### src/rtl/diff_decode_pipe_stage.sv
// Pipeline register stage between the diff and decode stages with valid/ready handshake.
// Define DIFF_DECODE_SKID_EN for a two-entry skid buffer with registered in_ready.
module diff_decode_pipe_stage #(
  parameter int unsigned size        = 3,
  parameter int unsigned data_size   = 16,
  parameter int unsigned index_width = 32
) (
  input  logic                        clk,
  input  logic                        reset,
  input  logic                        in_valid,
  output logic                        in_ready,
  input  logic [data_size*size-1:0]   predict_value,
  input  logic [data_size*size-1:0]   z,
  input  logic [data_size*size-1:0]   dc_dw,
  input  logic [index_width-1:0]      w_layer_index,
  input  logic [index_width-1:0]      w_row_index,
  input  logic                        update_weight,
  input  logic                        flush,
  output logic                        out_valid,
  input  logic                        out_ready,
  output logic [data_size*size-1:0]   predict_value_out,
  output logic [data_size*size-1:0]   z_out,
  output logic [data_size*size-1:0]   dc_dw_out,
  output logic [index_width-1:0]      w_layer_index_out,
  output logic [index_width-1:0]      w_row_index_out,
  output logic                        update_weight_out,
  output logic [1:0]                  occupancy
);

  localparam int unsigned vec_w    = data_size * size;
  localparam int unsigned bundle_w = 3 * vec_w + 2 * index_width + 1;

  typedef enum logic [1:0] {
    EMPTY = 2'd0,
    ONE   = 2'd1,
    TWO   = 2'd2
  } state_t;

  state_t              state;
  logic                out_valid_q;
  logic [bundle_w-1:0] in_bundle;
  logic [bundle_w-1:0] main_q;
  logic                do_accept;
  logic                do_release;

  // All payload fields travel as one bundle.
  assign in_bundle = {predict_value, z, dc_dw, w_layer_index, w_row_index, update_weight};
  assign {predict_value_out, z_out, dc_dw_out,
          w_layer_index_out, w_row_index_out, update_weight_out} = main_q;

  assign out_valid  = out_valid_q;
  assign occupancy  = state;
  assign do_accept  = in_valid && in_ready;
  assign do_release = out_valid_q && out_ready;

`ifdef DIFF_DECODE_SKID_EN

  logic [bundle_w-1:0] skid_q;
  logic                in_ready_q;

  // Registered ready; masked only while reset is held so nothing is offered during reset.
  assign in_ready = in_ready_q && !reset;

  always_ff @(posedge clk) begin
    if (reset) begin
      state       <= EMPTY;
      out_valid_q <= 1'b0;
      in_ready_q  <= 1'b1;
      main_q      <= '0;
      skid_q      <= '0;
    end else if (flush) begin
      state       <= EMPTY;
      out_valid_q <= 1'b0;
      in_ready_q  <= 1'b1;
    end else begin
      case (state)
        EMPTY: begin
          if (do_accept) begin
            main_q      <= in_bundle;
            out_valid_q <= 1'b1;
            state       <= ONE;
          end
        end
        ONE: begin
          if (do_accept && do_release) begin
            main_q <= in_bundle;
          end else if (do_accept) begin
            skid_q     <= in_bundle;
            in_ready_q <= 1'b0;
            state      <= TWO;
          end else if (do_release) begin
            out_valid_q <= 1'b0;
            state       <= EMPTY;
          end
        end
        TWO: begin
          // in_ready is low here, so only a release can happen.
          if (do_release) begin
            main_q     <= skid_q;
            in_ready_q <= 1'b1;
            state      <= ONE;
          end
        end
        default: begin
          state       <= EMPTY;
          out_valid_q <= 1'b0;
          in_ready_q  <= 1'b1;
        end
      endcase
    end
  end

`else

  // Single entry: a held bundle can be replaced on the edge it is released.
  assign in_ready = !reset && (!out_valid_q || out_ready);

  always_ff @(posedge clk) begin
    if (reset) begin
      state       <= EMPTY;
      out_valid_q <= 1'b0;
      main_q      <= '0;
    end else if (flush) begin
      state       <= EMPTY;
      out_valid_q <= 1'b0;
    end else begin
      case (state)
        EMPTY: begin
          if (do_accept) begin
            main_q      <= in_bundle;
            out_valid_q <= 1'b1;
            state       <= ONE;
          end
        end
        ONE: begin
          if (do_accept) begin
            main_q <= in_bundle;
          end else if (do_release) begin
            out_valid_q <= 1'b0;
            state       <= EMPTY;
          end
        end
        default: begin
          state       <= EMPTY;
          out_valid_q <= 1'b0;
        end
      endcase
    end
  end

`endif

endmodule

### config.mk
export PLATFORM = sky130hd
export DESIGN_NAME = diff_decode_pipe_stage
export DESIGN_NICKNAME = d
export VERILOG_FILES = /design/src/rtl/diff_decode_pipe_stage.sv
export SDC_FILE = /design/constraint.sdc
export NUM_CORES = 1
export LEC_CHECK = 0
export ABC_AREA = 1
export CAP_MARGIN = 20
export CORE_AREA = 2 2 167 169
export CTS_CLUSTER_SIZE = 8
export DETAILED_ROUTE_END_ITERATION = 8
export DIE_AREA = 0 0 169 171
export PLACE_DENSITY = 0.76
export SLEW_MARGIN = 10
export SYNTH_ARGS = -nofsm -noshare
export SYNTH_HDL_FRONTEND = slang
export SYNTH_SLANG_ARGS = --single-unit
### constraint.sdc
create_clock -name clk -period 2.3 [get_ports clk]
set_input_delay 0.46 -clock clk [delete_from_list [all_inputs] [get_ports clk]]
set_output_delay 0.46 -clock clk [all_outputs]
set_load 0.02 [all_outputs]
# == Yosys cells after proc, flatten, opt, wreduce, memory -nomap -nowiden ==
# Cells that the tools add are included.
# classes
n_eq_ne,4
bitwise,1
reduce_logical,11
mux,8
# op_table
op,count
2-bit 2-to-1 mux,3
2-bit != test (second input constant),3
3-bit AND reduction,2
2-bit case mux with 2 select lines,1
2-bit OR reduction,2
1-bit logical AND,3
1-bit 2-to-1 mux,3
2-bit by 1-bit equality test with 1-bit output (second input constant),1
1-bit zero test,2
2-bit zero test,1
1-bit case mux with 2 select lines,1
1-bit logical OR,1
1-bit NOT,1
# totals
ff_bits,212
inputBits,214
elab_cells,27

# == Longest topological paths before layout ==
# depth
depth_word,6
ltp_mapped,9
ltp_nobuf,6

# == Worst setup path after synthesis ==
# Ideal clock, no wire load.
# synth_timing
path_type,input to register
start,input port reset
end,register main_q[105]
required_time_ps,2190
path_buffers,3
cell_stages,7
arrival_time_ps,1283
slack_ps,907
setup_ps,110
path_cell_list,nor2_2 > buf_2 > buf_2 > buf_2 > nand4_1 > nand2_1 > nor2_1
# synth_between
elab_chain_cells,4
# synth_lines
item,line,text
"start, declared",9,"input logic reset,"
1-bit zero test,116,assign in_ready = !reset && (!out_valid_q || out_ready);
1-bit logical AND,116,
1-bit logical AND,53,assign do_accept = in_valid && in_ready;
3-bit AND reduction (no line),n/a,
"end signal, assigned",130,main_q <= in_bundle;
"end signal, assigned",137,main_q <= in_bundle;
"end, declared",42,logic [bundle_w-1:0] main_q;
# Several ways; a longest one is shown, not always the timed one.
# A chain may end at the register's enable or synchronous reset.

# == Worst setup path in the final report ==
# layout_timing
start,input port reset
end,output port in_ready
# layout_between
elab_chain_cells,2
# layout_lines
item,line,text
1-bit zero test,116,
1-bit logical AND,116,
"end, declared",11,"output logic in_ready,"
# Every way passes these cells.

==> impl_metrics.json <==
{
  "status": "completed",
  "layout_common_cells": "598 x inv_1, 424 x clkdlybuf4s50_1, 418 x nand2_1",
  "ys_ff_latch": 210,
  "synth_nets": 2013,
  "grt_max_degree": 123,
  "track_usage": 0.2195,
  "cts_buffers": 30,
  "hold_viol": 0,
  "syn_inst": 1799,
  "grt_pass1_wl_um": 52050,
  "wl_per_cell_um": 13.34,
  "port_buffers": 425,
  "maxSlewViolCount": 0,
  "gp_congestion": 0.7824,
  "fill_cells": 2469,
  "areaGrowthSynthToFinish_pct": 50.41,
  "setup_violations": 0,
  "crit_type": "in2out",
  "routed_via_density": 4.469,
  "syn_area_per_cell_sq_um": 5.993,
  "ant_nets": 0,
  "skew_ns": 0.01216,
  "stdcell_count": 2520,
  "cts_tree": "done",
  "critPathMaxFanout": 3,
  "critPathCaptureType": "output port",
  "final_core_util": 0.5935,
  "grt_overflow": 0,
  "fin_nets": 2385,
  "worstSetupStartpointType": "input port",
  "cts.clk_slew.worst_paths_ns": 0.05,
  "yosysWarnings": 0,
  "finalCriticalPeriod_ns": 2.149,
  "drc": 0,
  "dp_cells": 2485,
  "clk_latency_ns": 0.54,
  "chipWidth_um": 169,
  "holdPathStages": 4,
  "antenna_found_initial": 0,
  "final_common_cell": "inv_1",
  "seq_area_sq_um": 4204,
  "wl_um": 33630,
  "synth.distinct_cells": 16,
  "initial_core_util": 0.3946,
  "cts.path.max_buffers": 3,
  "core_sq_um": 27320,
  "vias": 11260,
  "fp.dieH_um": 171,
  "worstHoldPathType": "reg2reg",
  "first_pass_iters": 5,
  "drive_gt1_frac": 0.04600,
  "cts_resized": 0,
  "die-area_sq_um": 28900,
  "p_leak_nw": 8.365,
  "path_common_cell": "clkdlybuf4s50_1",
  "clkSinkCount": 210,
  "setup_tns_ns": 0,
  "cts-root-buf": "clkbuf_16",
  "crit_slowest_cell": "clkdlybuf4s50_1",
  "slew_headroom": 0.5783,
  "seq_area_frac_synth": 0.3899,
  "ir_drop_mv": 0.4065,
  "grt_pass1_vias": 10470,
  "multi_input_area_sq_um": 3720,
  "cts_hold_buf": 0,
  "critPathRequiredTime_ns": 1.84,
  "max_clock_freq_mhz": 465.3,
  "ios": 427,
  "cts_setup_buffers": 0,
  "diodes": 0,
  "maxCapViolCount": 0,
  "power_density_nw_per_um2": 608.9,
  "arrival_ns": 1.69,
  "tightestPinTransition_ns": 0.6326,
  "worstRegToRegCells": 6,
  "post-dp-hpwl_um": 22830,
  "htree_levels": 1,
  "drt-initial-drc-count": 767,
  "rsz0062_at_grt": "no",
  "finalCritPeriodShare": 0.9344,
  "slowest_delay_ns": 0.61,
  "synth_area_sq_um": 10780,
  "crit_chain": "clkdlybuf4s50_1 > a21oi_1 > clkdlybuf4s50_1",
  "rows": 61
}
-- layout make-up --
class | count | area share
Inverter | 629 | 0.1459
Clock buffer | 35 | 0.05000
Timing Repair Buffer | 457 | 0.2888
Tap cell | 346 | 0.02670
Multi-Input combinational cell | 843 | 0.2294
Sequential cell | 210 | 0.2592
-- synthesized netlist by cell type, drive strengths merged --
cell type,number,share of area
clkbuf,34,0.012
a21oi,2,0.00093
inv,629,0.22
conb,1,0.00035
nand2,419,0.15
nor3,1,0.00046
nand3,1,0.00046
nor2,210,0.073
buf,83,0.037
dfxtp,210,0.39
nand4,209,0.12
-- cell families (layout without fill, tap and decap cells) --
family | after synthesis | after routing | share of synthesized area
other | 1 | 1 | 0.0003478
buffers and inverters | 746 | 1121 | 0.2674
AOI/OAI and AO/OA | 2 | 2 | 0.0009284
DFF | 210 | 210 | 0.3899
and+or+nand+nor | 840 | 840 | 0.3414
-- worst paths after layout --
path              startpoint         end  slack [ns]
setup / recovery       reset    in_ready        0.15
hold / removal     main_q[4]   main_q[4]        0.50
setup reg to reg   out_valid  main_q[98]        0.83
hold reg to reg    main_q[4]   main_q[4]        0.50
-- worst max-delay path: cells and delay by family --
family	cells	cell delay, ns
buffers and inverters	2	1.09
AOI/OAI and AO/OA	1	0.14
-- power by group --
group	total, W	switching (W)	internal [W]
Sequential	0.00394	0.0000998	0.00384
Clock	0.00395	0.00154	0.00241
Combinational	0.00198	0.00102	0.000958
-- sequential cells by signal, indices dropped and copies added, names as in the netlist --
register   cells
out_valid      1
main_q       209
-- per-stage QoR --
stage,hold WS (ns),power [W],instance area [sq um],setup slack [ns]
global route,0.5205,0.01034,16220,0.1001
finish,0.5023,0.009874,16220,0.1508
CTS,0.5054,0.009997,16220,0.1384
detailed placement,0.4943,0.005989,15410,0.1320
global placement,0.4932,0.005958,15410,0.1397
floorplan,0.5368,0.005008,10780,0.9074
-- layer usage --
metal	global-route usage	part of all wire	vias up	wire length, um
li1	-	-	5838	-
met1	0.2569	0.40	4930	13610
met2	0.3722	0.46	424	15380
met3	0.08096	0.11	71	3564
met4	0.07358	0.032	0	1066
met5	0	0	-	0
(Power assumes the default switching activity.)
